### src/rtl/tdm_demux_4ch.sv
// Receive-side sequencer for an SN74LS153 4:1 selector: walks the select lines,
// samples Y once per slot and presents the four channels as a parallel word.
module tdm_demux_4ch #(
  parameter int SLOT_CYCLES = 1
) (
  input  logic       CLK,
  input  logic       CLR,
  input  logic       START,
  input  logic       CONT,
  input  logic       ABORT,
  input  logic       Y,
  output logic       A,
  output logic       B,
  output logic       G,
  output logic [3:0] Q,
  output logic       VALID,
  output logic       BUSY,
  output logic       STUCK,
  output logic [7:0] FRAMES
);
  localparam int CW = (SLOT_CYCLES > 1) ? $clog2(SLOT_CYCLES) : 1;
  localparam logic [CW-1:0] CNT_LAST = CW'(SLOT_CYCLES - 1);

  typedef enum logic {IDLE, RUN} state_t;

  state_t        state;
  logic [CW-1:0] cnt;
  logic [1:0]    sel;
  logic [3:0]    shadow;

  assign {B, A} = sel;
  assign BUSY   = (state == RUN);

  always_ff @(posedge CLK or negedge CLR) begin
    if (!CLR) begin
      state  <= IDLE;
      cnt    <= '0;
      sel    <= 2'd0;
      shadow <= 4'd0;
      G      <= 1'b1;
      Q      <= 4'd0;
      VALID  <= 1'b0;
      STUCK  <= 1'b0;
      FRAMES <= 8'd0;
    end else begin
      VALID <= 1'b0;
      unique case (state)
        IDLE: begin
          if (START && !ABORT) begin
            state <= RUN;
            G     <= 1'b0;
            sel   <= 2'd0;
            cnt   <= '0;
            STUCK <= 1'b0;
          end else if (Y) begin
            // mux is strobed off here, so any high Y is a strobe violation
            STUCK <= 1'b1;
          end
        end
        RUN: begin
          if (ABORT) begin
            state <= IDLE;
            G     <= 1'b1;
            sel   <= 2'd0;
            cnt   <= '0;
          end else if (cnt == CNT_LAST) begin
            cnt <= '0;
            if (sel == 2'd3) begin
              Q      <= {Y, shadow[2:0]};
              VALID  <= 1'b1;
              FRAMES <= FRAMES + 8'd1;
              sel    <= 2'd0;
              if (!CONT) begin
                state <= IDLE;
                G     <= 1'b1;
              end
            end else begin
              shadow[sel] <= Y;
              sel         <= sel + 2'd1;
            end
          end else begin
            cnt <= cnt + 1'b1;
          end
        end
        default: state <= IDLE;
      endcase
    end
  end
endmodule
### config.mk
export PLATFORM = sky130hd
export DESIGN_NAME = tdm_demux_4ch
export DESIGN_NICKNAME = d
export VERILOG_FILES = /design/src/rtl/tdm_demux_4ch.sv
export SDC_FILE = /design/constraint.sdc
export NUM_CORES = 1
export LEC_CHECK = 0
export CELL_PAD_IN_SITES_DETAIL_PLACEMENT = 0
export CELL_PAD_IN_SITES_GLOBAL_PLACEMENT = 1
export CORE_UTILIZATION = 36
export CTS_BUF_LIST = sky130_fd_sc_hd__clkbuf_16
export DETAILED_ROUTE_END_ITERATION = 8
export PLACE_DENSITY_LB_ADDON = 0.1
export SLEW_MARGIN = 20
export SYNTH_ARGS = -nofsm -noshare
export SYNTH_HDL_FRONTEND = slang
export SYNTH_SLANG_ARGS = --single-unit
### constraint.sdc
create_clock -name CLK -period 2 [get_ports CLK]
set_clock_uncertainty 0.05 [all_clocks]
set_input_delay 0.3 -clock CLK [delete_from_list [all_inputs] [get_ports CLK]]
set_output_delay 0.3 -clock CLK [all_outputs]
set_load 0.005 [all_outputs]
==> summary.txt, run 1 <==
Clocking
  – H-tree Lvls: 1
  – CTS Buf Count: 3
  – Clk_lat worst skew: 0.25 ns
  – Clock Tree Buf Depth: 2
  – Hold Buf Count CTS: 0
  – TritonCTS clock tree: yes
  – Clock-pin slew on the worst setup and hold paths: 0.05 ns
  – Post_cts resized: 0
  – Root Buffer: clkbuf_16
  – CTS sink count: 21
  – Postcts setup bufs: 0

Logic synthesis
  – Ys async rst share: 1.00
  – Largest family of logic cells by synthesized area: simple AND/OR/NAND/NOR gates
  – Register bit total from synthesis: 21
  – Synth Flop Type: dfrtp_1
  – Post-synthesis adder-cell area fraction: 0.0662
  – Synth Area in Compound Gates: 0.0543
  – Post-synthesis net count: 93
  – Simple-Gate Fraction of Synth Area: 0.177
  – Ys Warns: 0
  – Post-synthesis mux area share: 0.0477
  – Cells after Synth: 82
  – Mean Syn Cell Area: 11.5 sq um
  – Post-Syn Area: 945 sq um
  – Xor and xnor fraction of the mapped netlist area: 0.0649
  – Sequential fraction of the synthesis area: 0.558
  – Netlist cell types: 25
  – Number of synthesized flops with an enable pin: 0

Floorplan
  – Initial core utilization: 0.381
  – Core area: 0.00248 sq mm
  – Site Rows: 18
  – Die width: 53.2 um
  – Die H: 53.2 um
  – # IOs: 24
  – DIE AREA: 0.00283 sq mm

Placement
  – Port bufs: 23
  – HPWL Detailed: 1.29 mm
  – RePlAce Congestion: 0.727
  – Placed cell areas: 0.00121 sq mm

Route
  – Mean routed wirelength per cell: 11.8 um
  – Vias per cell: 4.63
  – Number of iterations in the first detailed-routing pass: 4
  – Routed Wire Length: 1.64 mm
  – Antenna-violating nets left: 0
  – Iter 0 DRT Violations: 3
  – Via count: 643
  – DRC: 0

GRT
  – GRT Util Overall: 0.135
  – Grt total ovfl: 0
  – Vias in the first global route: 642
  – Largest net degree at the start of global routing: 15
  – First-pass GRT wire length: 2.79 mm
  – Initial antenna violation count: 0

Run
  – Max Cap Viol: 0

Cells and area
  – Area growth syn-to-layout: 36.3%
  – Final Instance Area: 0.00129 sq mm
  – Diodes inserted: 0
  – Area of the multi-input gates: 388 sq um
  – Fraction of layout cells with a size suffix above 1: 0.0826
  – Seq. cell area: 527 sq um
  – Layout Nets: 121
  – Filler cell count: 240

Critical path
  – Critical path required time: 1.65 ns
  – Setup Crit Path Kind: flop to primary output
  – R2R Path End: shadow[0]$_DFFE_PN0P_
  – Critical register-to-register path startpoint: sel[0]$_DFFE_PN0P_
  – Crit. End Element: primary output
  – Cells on worst reg2reg path: 4
  – Crit-path max FO: 9
  – Critical-path top delay cell: clkdlybuf4s50_1
  – Startpoint Class: flop
  – Crit-path max cell delay: 0.57 ns
  – Crit path cell chain: clkdlybuf4s50_1
  – Buffers plus inverters on the worst setup path: 1
  – R2R Setup Slk: 0.41 ns
  – Crit path max-delay family: buffers and inverters
  – CP arrival: 1.34 ns
  – Setup crit start: BUSY$_DFF_PN0_

Timing
  – Setup violators final: 0
  – Max-slew headroom: 0.774
  – Setup TNS: 0 ns
  – Slew at the pin closest to its max-slew limit: 0.338 ns
  – Tmin final: 1.69 ns
  – Fmax: 0.592 GHz
  – Hold Vio Cnt, Final: 0
  – Unrepaired setup endpoints after global routing: no
  – Slew Limit Fails: 0
  – Final Cycle Share: 0.844

Power
  – Worst VDD drop: 0.453 mV
  – Pleak: 0.627 nW
  – PD cells: 847 mW/mm^2
  – Total power: 1.09 mW

Outcome
  – Run status: completed

Hold path
  – Hold WC Path Type: input pin to asynchronous set/reset pin
-- routing by layer --
layer,part of all wire,GRT usage,vias up
met1,0.49,0.183,295
met2,0.46,0.221,18
li1,-,-,328
met5,0,0,-
met3,0.043,0.0172,2
met4,0.0061,0.0395,0
-- area by class of cell --
class	count	area share
clock buffer	3	0.0583
timing repair buffer	24	0.185
sequential	21	0.409
tap	30	0.0292
multi-input combinational	55	0.301
clock inverter	1	0.00292
inverter	5	0.0146
-- cell families (layout without fill, tap and decap cells) --
family / after synthesis / in the layout
buffers and inverters: 6 / 33
AOI/OAI and AO/OA: 7 / 7
muxes: 4 / 4
adders and majority gates: 5 / 5
DFF: 21 / 21
xor gates and xnor gates: 7 / 7
and+or+nand+nor: 32 / 32
-- metrics by stage --
step	setup WS (ns)	hold WS [ns]	std cells	util
after floorplan	0.520	-0.0456	82	-
after global placement	0.316	0.408	135	0.488
after detailed placement	0.282	0.410	135	0.488
after CTS	0.294	0.283	139	0.520
after global routing	0.246	0.301	139	0.520
final	0.312	0.271	139	0.520
-- placed cells by master, fill, tap and decap left out --
cell type,instances
nor2b_1,1
nand3_1,1
nand4_1,3
nor3b_4,1
mux2_1,3
o22a_1,1
ha_1,5
xor2_1,3
a32o_1,1
mux2_2,1
a21oi_1,2
a31oi_1,1
dfstp_2,1
nand2_1,20
inv_1,5
buf_4,1
clkdlybuf4s50_1,23
a211oi_1,1
a2bb2oi_1,1
dfrtp_1,20
xnor2_1,4
nor3_1,2
and3_1,1
clkbuf_16,3
inv_2,1
nor2_1,2
nand3b_4,1
-- state kept, by name, indices dropped and copies added (netlist names) --
name    count
BUSY        1
FRAMES      8
G           1
Q           4
STUCK       1
VALID       1
sel         2
shadow      3
-- power breakdown --
part           total [mW]  internal, mW  switching [mW]
Clock               0.404         0.266           0.139
Combinational       0.162         0.104          0.0582
Sequential          0.524         0.480          0.0438
Total                1.09         0.850           0.240
-- how the worst max path moves through the flow --
| stage | endpoint | slack, ns | cells past startpoint |
|---|---|---|---|
| after global routing | BUSY | 0.25 | 1 |
| after floorplan | shadow[0]$_DFFE_PN0P_ | 0.52 | 4 |
| after detailed placement | FRAMES[4]$_DFFE_PN0P_ | 0.28 | 5 |
| final | BUSY | 0.31 | 1 |
| after CTS | BUSY | 0.29 | 1 |
| after global placement | FRAMES[4]$_DFFE_PN0P_ | 0.32 | 5 |
-- cells in the mapped netlist (2+ instances only) --
cell / count / area, sq um
nand4_1: 3 / 18.8
inv_1: 4 / 15.0
nor2_1: 2 / 7.51
xnor2_1: 4 / 35.0
dfrtp_1: 20 / 500
a21oi_1: 2 / 10.0
xor2_1: 3 / 26.3
mux2_1: 3 / 33.8
nand2_1: 20 / 75.1
nor3_1: 2 / 10.0
ha_1: 5 / 62.6
No activity file was read; power rests on OpenSTA's default activity.
==> run 2: changes to the inputs <==
Clock period 2 ns to 1.8 ns, I/O delays scaled along.
==> results of run 2 <==
The final DEF is identical to that of run 1. Status: completed.
Among the figures that moved: setup slack after placement 0.282 ns -> 0.112 ns; setup slack after layout 0.312 ns -> 0.142 ns; hold slack 0.271 ns -> 0.241 ns; register-to-register setup slack 0.41 ns -> 0.21 ns; total power 1.09 mW -> 1.21 mW; worst IR drop on VDD 0.453 mV -> 0.504 mV
==> run 3: changes to the inputs <==
Settings changed: ABC_CLOCK_PERIOD_IN_PS set to 1800.
==> results of run 3 <==
The final DEF is identical to that of run 1. Status: completed.
Among the figures that moved: setup slack after placement 0.282 ns -> 0.112 ns; setup slack after layout 0.312 ns -> 0.142 ns; hold slack 0.271 ns -> 0.241 ns; register-to-register setup slack 0.41 ns -> 0.21 ns; total power 1.09 mW -> 1.21 mW; worst IR drop on VDD 0.453 mV -> 0.504 mV
